<file path="config.mk">
export PLATFORM = sky130hd
export DESIGN_NAME = dport_axi4lite
export DESIGN_NICKNAME = d
export VERILOG_FILES = /design/src/rtl/dport_axi4lite_pkg.sv /design/src/rtl/dport_axi4lite.sv
export SDC_FILE = /design/constraint.sdc
export NUM_CORES = 1
export LEC_CHECK = 0
export ABC_CLOCK_PERIOD_IN_PS = 3100
export CAP_MARGIN = 20
export CORE_MARGIN = 3
export CORE_UTILIZATION = 63
export DETAILED_ROUTE_END_ITERATION = 10
export DONT_BUFFER_PORTS = 1
export GPL_TIMING_DRIVEN = 0
export PLACE_DENSITY = 0.79
export SLEW_MARGIN = 40
export SYNTH_ARGS = -nofsm -noshare
export SYNTH_HDL_FRONTEND = slang
export SYNTH_SLANG_ARGS = --single-unit
</file>
<file path="constraint.sdc">
create_clock -name clk_i -period 3.1 [get_ports clk_i]
set_input_delay 0.775 -clock clk_i [delete_from_list [all_inputs] [get_ports clk_i]]
set_output_delay 0.775 -clock clk_i [all_outputs]
set_load 0.05 [all_outputs]
</file>
<file path="src/rtl/dport_axi4lite_pkg.sv">
// Shared encodings for the data-port to AXI4-Lite bridge.
package dport_axi4lite_pkg;

    // Bridge FSM state encoding (plain constants for legacy tool flows).
    typedef logic [2:0] state_t;

    localparam state_t StIdle  = 3'd0;
    localparam state_t StWr    = 3'd1;
    localparam state_t StRd    = 3'd2;
    localparam state_t StResp  = 3'd3;
    localparam state_t StDrain = 3'd4;

    // AXI response codes.
    localparam logic [1:0] RespOkay   = 2'b00;
    localparam logic [1:0] RespSlvErr = 2'b10;
    localparam logic [1:0] RespDecErr = 2'b11;

    // SLVERR and DECERR both carry bit 1; EXOKAY is never returned on AXI4-Lite.
    function automatic logic resp_is_err(input logic [1:0] resp);
        return resp[1];
    endfunction

endpackage

</file>
<file path="src/rtl/dport_axi4lite.sv">
// Core data port to AXI4-Lite master bridge: one outstanding transaction,
// cache-maintenance requests acked locally, optional response timeout.
module dport_axi4lite
    import dport_axi4lite_pkg::*;
#(
    parameter int unsigned TIMEOUT_CYCLES = 1024,
    parameter int unsigned TAG_W          = 11
) (
    input  logic             clk_i,
    input  logic             rst_i,

    input  logic [31:0]      mem_d_addr_i,
    input  logic [31:0]      mem_d_data_wr_i,
    input  logic             mem_d_rd_i,
    input  logic [3:0]       mem_d_wr_i,
    input  logic             mem_d_cacheable_i,
    input  logic [TAG_W-1:0] mem_d_req_tag_i,
    input  logic             mem_d_invalidate_i,
    input  logic             mem_d_writeback_i,
    input  logic             mem_d_flush_i,
    output logic [31:0]      mem_d_data_rd_o,
    output logic             mem_d_accept_o,
    output logic             mem_d_ack_o,
    output logic             mem_d_error_o,
    output logic [TAG_W-1:0] mem_d_resp_tag_o,

    output logic             axi_awvalid_o,
    input  logic             axi_awready_i,
    output logic [31:0]      axi_awaddr_o,
    output logic             axi_wvalid_o,
    input  logic             axi_wready_i,
    output logic [31:0]      axi_wdata_o,
    output logic [3:0]       axi_wstrb_o,
    input  logic             axi_bvalid_i,
    output logic             axi_bready_o,
    input  logic [1:0]       axi_bresp_i,
    output logic             axi_arvalid_o,
    input  logic             axi_arready_i,
    output logic [31:0]      axi_araddr_o,
    input  logic             axi_rvalid_i,
    output logic             axi_rready_o,
    input  logic [31:0]      axi_rdata_i,
    input  logic [1:0]       axi_rresp_i
);

    localparam logic [31:0] TmoLimit = 32'(TIMEOUT_CYCLES);

    state_t           state_q, state_d;
    logic [31:0]      addr_q, addr_d;
    logic [31:0]      wdata_q, wdata_d;
    logic [3:0]       wstrb_q, wstrb_d;
    logic [TAG_W-1:0] tag_q, tag_d;
    logic [31:0]      rdata_q, rdata_d;
    logic             err_q, err_d;
    logic             awvalid_q, awvalid_d;
    logic             wvalid_q, wvalid_d;
    logic             arvalid_q, arvalid_d;
    // pend_q: an AXI response is still owed to us, possibly after a timeout ack.
    logic             pend_q, pend_d;
    logic             pend_wr_q, pend_wr_d;
    logic [31:0]      cnt_q, cnt_d;

    logic req, b_done, r_done, tmo_hit;
    logic unused_inputs;

    assign unused_inputs = ^{mem_d_cacheable_i, axi_bresp_i[0], axi_rresp_i[0]};

    assign req = mem_d_rd_i | (|mem_d_wr_i) | mem_d_invalidate_i | mem_d_writeback_i
                 | mem_d_flush_i;

    // A write response only counts once both AW and W have handshaken.
    assign b_done  = pend_q & pend_wr_q & axi_bvalid_i & ~awvalid_q & ~wvalid_q;
    assign r_done  = pend_q & ~pend_wr_q & axi_rvalid_i & ~arvalid_q;
    assign tmo_hit = (TmoLimit != 32'd0) && ((cnt_q + 32'd1) == TmoLimit);

    // Next-state: FSM, capture, channel valids and timeout counter.
    always_comb begin
        state_d   = state_q;
        addr_d    = addr_q;
        wdata_d   = wdata_q;
        wstrb_d   = wstrb_q;
        tag_d     = tag_q;
        rdata_d   = rdata_q;
        err_d     = err_q;
        awvalid_d = awvalid_q & ~axi_awready_i;
        wvalid_d  = wvalid_q & ~axi_wready_i;
        arvalid_d = arvalid_q & ~axi_arready_i;
        pend_d    = pend_q & ~(b_done | r_done);
        pend_wr_d = pend_wr_q;
        cnt_d     = cnt_q;

        case (state_q)
            StIdle: begin
                if (req) begin
                    addr_d  = mem_d_addr_i;
                    wdata_d = mem_d_data_wr_i;
                    wstrb_d = mem_d_wr_i;
                    tag_d   = mem_d_req_tag_i;
                    rdata_d = 32'd0;
                    err_d   = 1'b0;
                    cnt_d   = 32'd0;
                    if (|mem_d_wr_i) begin
                        state_d   = StWr;
                        awvalid_d = 1'b1;
                        wvalid_d  = 1'b1;
                        pend_d    = 1'b1;
                        pend_wr_d = 1'b1;
                    end else if (mem_d_rd_i) begin
                        state_d   = StRd;
                        arvalid_d = 1'b1;
                        pend_d    = 1'b1;
                        pend_wr_d = 1'b0;
                    end else begin
                        state_d = StResp;
                    end
                end
            end
            StWr: begin
                cnt_d = cnt_q + 32'd1;
                if (b_done) begin
                    state_d = StResp;
                    err_d   = resp_is_err(axi_bresp_i);
                end else if (tmo_hit) begin
                    state_d = StResp;
                    err_d   = 1'b1;
                end
            end
            StRd: begin
                cnt_d = cnt_q + 32'd1;
                if (r_done) begin
                    state_d = StResp;
                    rdata_d = axi_rdata_i;
                    err_d   = resp_is_err(axi_rresp_i);
                end else if (tmo_hit) begin
                    state_d = StResp;
                    err_d   = 1'b1;
                end
            end
            StResp: begin
                // After a timeout the late response must still be swallowed.
                state_d = pend_d ? StDrain : StIdle;
            end
            StDrain: begin
                if (!pend_d) begin
                    state_d = StIdle;
                end
            end
            default: state_d = StIdle;
        endcase
    end

    // State registers with asynchronous active-low clear.
    always_ff @(posedge clk_i or negedge rst_i) begin
        if (!rst_i) begin
            state_q   <= StIdle;
            addr_q    <= '0;
            wdata_q   <= '0;
            wstrb_q   <= '0;
            tag_q     <= '0;
            rdata_q   <= '0;
            err_q     <= 1'b0;
            awvalid_q <= 1'b0;
            wvalid_q  <= 1'b0;
            arvalid_q <= 1'b0;
            pend_q    <= 1'b0;
            pend_wr_q <= 1'b0;
            cnt_q     <= '0;
        end else begin
            state_q   <= state_d;
            addr_q    <= addr_d;
            wdata_q   <= wdata_d;
            wstrb_q   <= wstrb_d;
            tag_q     <= tag_d;
            rdata_q   <= rdata_d;
            err_q     <= err_d;
            awvalid_q <= awvalid_d;
            wvalid_q  <= wvalid_d;
            arvalid_q <= arvalid_d;
            pend_q    <= pend_d;
            pend_wr_q <= pend_wr_d;
            cnt_q     <= cnt_d;
        end
    end

    assign mem_d_accept_o   = (state_q == StIdle);
    assign mem_d_ack_o      = (state_q == StResp);
    assign mem_d_error_o    = mem_d_ack_o & err_q;
    assign mem_d_data_rd_o  = rdata_q;
    assign mem_d_resp_tag_o = tag_q;

    assign axi_awvalid_o = awvalid_q;
    assign axi_awaddr_o  = addr_q;
    assign axi_wvalid_o  = wvalid_q;
    assign axi_wdata_o   = wdata_q;
    assign axi_wstrb_o   = wstrb_q;
    assign axi_bready_o  = pend_q & pend_wr_q;
    assign axi_arvalid_o = arvalid_q;
    assign axi_araddr_o  = addr_q;
    // rready waits for the AR handshake.
    assign axi_rready_o  = pend_q & ~pend_wr_q & ~arvalid_q;

endmodule

</file>
==> impl_metrics.yaml, run 1 <==
logic_synthesis:
  synthTopCellsByArea: "dfrtp_1 (53%), mux2_2 (12%), nand2_1 (5.5%)"
  syn_nets: 829
  synth_cells: 701
  yosys_warnings: 0
  synth.avg_cell_area_um2: 10.2
  ys.flop_type: "dfrtp_1"
  yosys_register_bits: 152
  postSynth.asyncResetShare_pct: 100
  seq_area_frac_synth_pct: 53.0
  yosysTopAreaCell: "dfrtp_1"
  netlist.area_leader.share_pct: 53.0
  synthMostInstantiatedCell: "dfrtp_1"
  syn_area_mm2: 0.00718
  yosysUniqueCellTypes: 50
  synthTopCellsByCount: "dfrtp_1 (152), nand2_1 (105), mux2_2 (79)"
  synth-edff-count: 0
grt:
  grt_pass1_wl_mm: 30.2
  grt_max_degree: 153
  overflow: 0
  track_usage_pct: 30.7
  antenna_found_initial: 3
  busiest_layer: "met2"
  grt_pass1_vias: 5493
  use_met1_pct: 35.8
  grt_util_met3_pct: 10.1
  globalRouteMet2Util_pct: 51.0
clock_tree:
  clk_latency_ns: 0.43
  postCtsSetupRepairBufs: 0
  cts_buffers: 17
  clock-root-buffer: "clkbuf_16"
  cts_hold_buf: 0
  clockBufferDepth: 2
  cts_tree: "yes"
  cts_sinks: 152
  htree_levels: 4
  clk_pin_slew_ns: 0.06
routing:
  drt_iter0_markers: 598
  first_pass_iters: 5
  routed_wl_mm: 19.4
  vias: 5472
  antenna_left: 0
  drc_errors: 0
  wl_per_cell_um: 22.1
  via_per_inst: 6.23
sta:
  rsz0062_at_grt: "false"
  fin_crit_sh_pct: 93.4
  setup_viol: 0
  skew_ns: 0.00884
  worst_pin_slew_ns: 0.697
  slew_headroom_pct: 53.1
  finalMaxSlewViolations: 0
  hold_viol: 0
  max_freq_ghz: 0.345
  period_minus_slack_ns: 2.90
die:
  die_area_mm2: 0.0127
  core-area_mm2: 0.0110
  placementRows: 38
  design.portCount: 278
  fp.dieW_um: 113
  initial_core_util_pct: 65.4
  dieHeight_um: 113
critical_path:
  crit_fanout: 10
  worst_setup_path_start_kind: "register"
  endpoint_kind: "output pin"
  rrSetupSlack_ns: 0.28
  required_ns: 2.32
  arrival_ns: 2.12
  critPathKind: "register to output pin"
finish:
  utilization_pct: 73.2
  fin_nets: 851
  layout-area-overhead-vs-synth_pct: 12.0
  drive_above_1_share_pct: 24.6
power:
  total_power_mw: 10.5
  power_density_mw_per_mm2: 1310
  power_leakage_nw: 3.59
  ir_worst_vdd_v: 0.00147
run_status:
  status: "complete, no violations"
min_path:
  hold_class: "input pin to asynchronous set/reset pin"
place:
  routabilityCongestion: 0.906
  dp_hpwl_mm: 14.3
  io_buffers: 0
job:
  cap_violations: 0
-- metrics by stage --
step                setup slack (ns)  instance area (µm²)  setup TNS (ns)  instances  hold slack (ns)
floorplan                      0.218                 7180               0        701            0.459
global placement              -0.342                 7350          -11.98        841            0.477
detailed placement           -0.0607                 7390           -1.18        844            0.486
CTS                            0.163                 8030               0        876           0.0361
global route                  0.0325                 8040               0        878           0.0253
finish                         0.204                 8040               0        878           0.0427
-- area by class of cell --
class                           count  area [µm²]
Timing Repair Buffer                3        18.8
Buffer                             78         444
Clock buffer                       22         464
Multi-Input combinational cell    462        2930
Inverter                            9        33.8
Sequential cell                   152        3800
Antenna cell                        2        5.00
Clock inverter                     10         165
Tap cell                          140         175
Fill cell                         738        2940
-- power breakdown --
part           total (mW)  internal [mW]  leakage [nW]  switching [mW]
Combinational        3.08           1.12          1.36            1.96
Clock                2.19           1.40         0.309           0.793
Sequential           5.27           2.59          1.92            2.68
-- final timing paths --
path	from	endpoint	cells after the start
max	state_q[0]	mem_d_error_o	4
min	rst_i	mem_d_data_rd_o[28]	0
max reg2reg	cnt_q[0]	err_q	8
min reg2reg	cnt_q[31]	cnt_q[31]	1
max in group asynchronous	rst_i	axi_wdata_o[7]	0
min in group clk_i	axi_awready_i	axi_awvalid_o	1
-- worst max-delay path, stage by stage, from the launching register on --
cell and delay, ns:
dfrtp_1 0.42, clkbuf_1 0.34, nand2_1 0.19, nor2_4 0.40, and2_4 0.34
-- registers in the layout, summed over array words and instances (netlist names) --
name,flops
axi_araddr_o,32
axi_arvalid_o,1
axi_awvalid_o,1
axi_wdata_o,32
axi_wstrb_o,4
axi_wvalid_o,1
cnt_q,32
err_q,1
mem_d_data_rd_o,32
mem_d_resp_tag_o,11
pend_q,1
pend_wr_q,1
state_q,3
-- repair_timing --
item / 4_1_cts / 5_1_grt
resized for setup: 2 / 1
endpoints found under the setup margin: 1 / 1
pin swaps: 0 / 1
cloned: 0 / 0
endpoints found under the hold margin: 0 / 0
-- placed cells by master (no fill, tap or decap), types with 9 or more instances in the layout --
master       n
dfrtp_1    152
nand2_1    105
mux2_2      79
nand3_1     51
o21ai_0     47
nor2_1      39
buf_4       35
clkbuf_1    24
buf_2       20
clkbuf_16   17
nor3_1      15
nand4_1     13
a21oi_1     13
xnor2_1     10
o31ai_1     10
and2_1       9
inv_1        9
-- routing by layer --
layer / share of wire, % / wire length, µm
met5: 0.067 / 13
met4: 4.4 / 848
met3: 8.5 / 1640
met2: 52 / 10000
met1: 35 / 6900
-- logic make-up after synthesis --
group	count (synthesis)	share of synthesized area, %
and+or+nand+nor	269	17.6
muxes	82	12.8
AOI/OAI and AO/OA	96	8.05
buffers and inverters	87	6.66
DFF	152	53.0
xor gates and xnor gates	14	1.71
adders and majority gates	1	0.174
Power figures use the tool's default switching activity.
==> run 2: changes to the inputs <==
Settings changed: PLACE_DENSITY 0.79 to 0.85.
==> impl_metrics.yaml, run 2 (same netlist as run 1, synthesis figures left out) <==
run_status:
  status: "complete, no violations"
place:
  dpl.cell_count: 845
  routabilityCongestion: 0.957
  io_buffers: 0
  dpl_cell_area_mm2: 0.00741
  preCtsSetupSlack_ns: -0.186
  dp_hpwl_mm: 14.4
finish:
  fin_nets: 852
  final_cell_mix: "dfrtp_1 (152), nand2_1 (105), mux2_2 (79)"
  utilization_pct: 72.8
  fin_cells: 876
  layout-area-overhead-vs-synth_pct: 11.4
  layout_commonest_cell: "dfrtp_1"
  drive_above_1_share_pct: 24.1
  fill_cells: 758
  design_area_mm2: 0.00800
routing:
  routed_wl_mm: 19.6
  wl_per_cell_um: 22.3
  drc_errors: 0
  via_per_inst: 6.37
  antenna_left: 0
  first_pass_iters: 6
  vias: 5582
  drt_iter0_markers: 606
die:
  placementRows: 38
  initial_core_util_pct: 65.4
  die_area_mm2: 0.0127
  fp.dieW_um: 113
  core-area_mm2: 0.0110
  design.portCount: 278
  dieHeight_um: 113
sta:
  period_minus_slack_ns: 2.95
  setup_viol: 0
  fin_ws_ns: 0.151
  fin_crit_sh_pct: 95.1
  max_freq_ghz: 0.339
  fin_setup_tns_ns: 0
  finalMaxSlewViolations: 0
  skew_ns: 0.00596
  rsz0062_at_grt: "false"
  worst_pin_slew_ns: 0.743
  holdWs_ns: 0.0428
  hold_viol: 0
  slew_headroom_pct: 50.1
clock_tree:
  htree_levels: 4
  cts_tree: "yes"
  clock-root-buffer: "clkbuf_16"
  cts_buffers: 17
  cts_sinks: 152
  postCtsSetupRepairBufs: 0
  clk_latency_ns: 0.42
  clockBufferDepth: 2
  clk_pin_slew_ns: 0.06
min_path:
  hold_class: "input pin to asynchronous set/reset pin"
critical_path:
  reg2reg_depth: 8
  slowest_delay_ns: 0.43
  r2r_end: "err_q"
  rr_startpoint: "cnt_q[1]"
  cp_top_family: "simple AND/OR/NAND/NOR gates"
  arrival_ns: 2.17
  critPathLaunch: "state_q[0]"
  endpoint_kind: "output pin"
  worst_setup_path_start_kind: "register"
  rrSetupSlack_ns: 0.26
  required_ns: 2.32
  critPathKind: "register to output pin"
  cpMaxStageDelayCell: "and2_2"
  cp.buffers_inverters: 1
  cp_cell_sequence: "clkbuf_1 -> nand2_1 -> nor2_4 -> and2_2"
  crit_fanout: 10
grt:
  grt_pass1_vias: 5420
  antenna_found_initial: 2
  grt_pass1_wl_mm: 30.0
  grt_max_degree: 153
  track_usage_pct: 30.5
  overflow: 0
job:
  cap_violations: 0
power:
  power_leakage_nw: 3.56
  power_density_mw_per_mm2: 1300
  ir_worst_vdd_v: 0.00121
  total_power_mw: 10.4
-- run 2: cell count changes in the layout (fill, tap and decap cells not counted), sizes merged --
| cell | previous run | this run |
|---|---|---|
| clkinv | 3 | 2 |
| inv | 12 | 9 |
| buf | 58 | 59 |
| bufinv | 4 | 3 |
| clkinvlp | 0 | 2 |
-- run 2: worst reg2reg max path, stage by stage (launching register included) --
cell and delay [ns]:
dfrtp_1 0.45, ha_1 0.32, nand2_1 0.29, nor4_2 0.56, xnor2_1 0.20, nand4b_1 0.14, a2111oi_2 0.35, nand4_1 0.24
o221ai_1 0.20
-- run 2: power breakdown --
group	internal (mW)	switching (mW)
Clock	1.27	0.750
Combinational	1.13	1.98
Sequential	2.59	2.65
Total	4.99	5.38
-- run 2: how the worst max path moves through the flow --
stage	cells after the start	slack (ns)	end
finish	4	0.15	mem_d_error_o
CTS	4	0.16	mem_d_error_o
floorplan	8	0.22	mem_d_data_rd_o[0]
global placement	6	-0.48	cnt_q[21]
detailed placement	10	-0.19	mem_d_data_rd_o[5]
global route	4	0.04	mem_d_error_o
-- run 2: routing by layer --
layer	track usage, %	wire length [µm]
met2	50.7	10100
met5	0	0
met1	36.9	7180
met4	13.7	702
met3	9.25	1630
-- run 2: timing repair --
action                                 in CTS  in global routing
setup endpoints to repair                   1                  0
endpoints found under the hold margin       0                  0
hold buffers                                0                  0
resized for setup                           2                  0
-- run 2: area by class of cell --
class / count / area, µm² / share of cell area (%)
Antenna cell: 2 / 5.00 / 0.0626
Buffer: 78 / 444 / 5.56
Clock buffer: 22 / 454 / 5.68
Clock inverter: 7 / 123 / 1.53
Inverter: 9 / 33.8 / 0.423
Multi-Input combinational cell: 462 / 2930 / 36.7
Sequential cell: 152 / 3800 / 47.6
Tap cell: 140 / 175 / 2.19
Timing Repair Buffer: 4 / 26.3 / 0.329
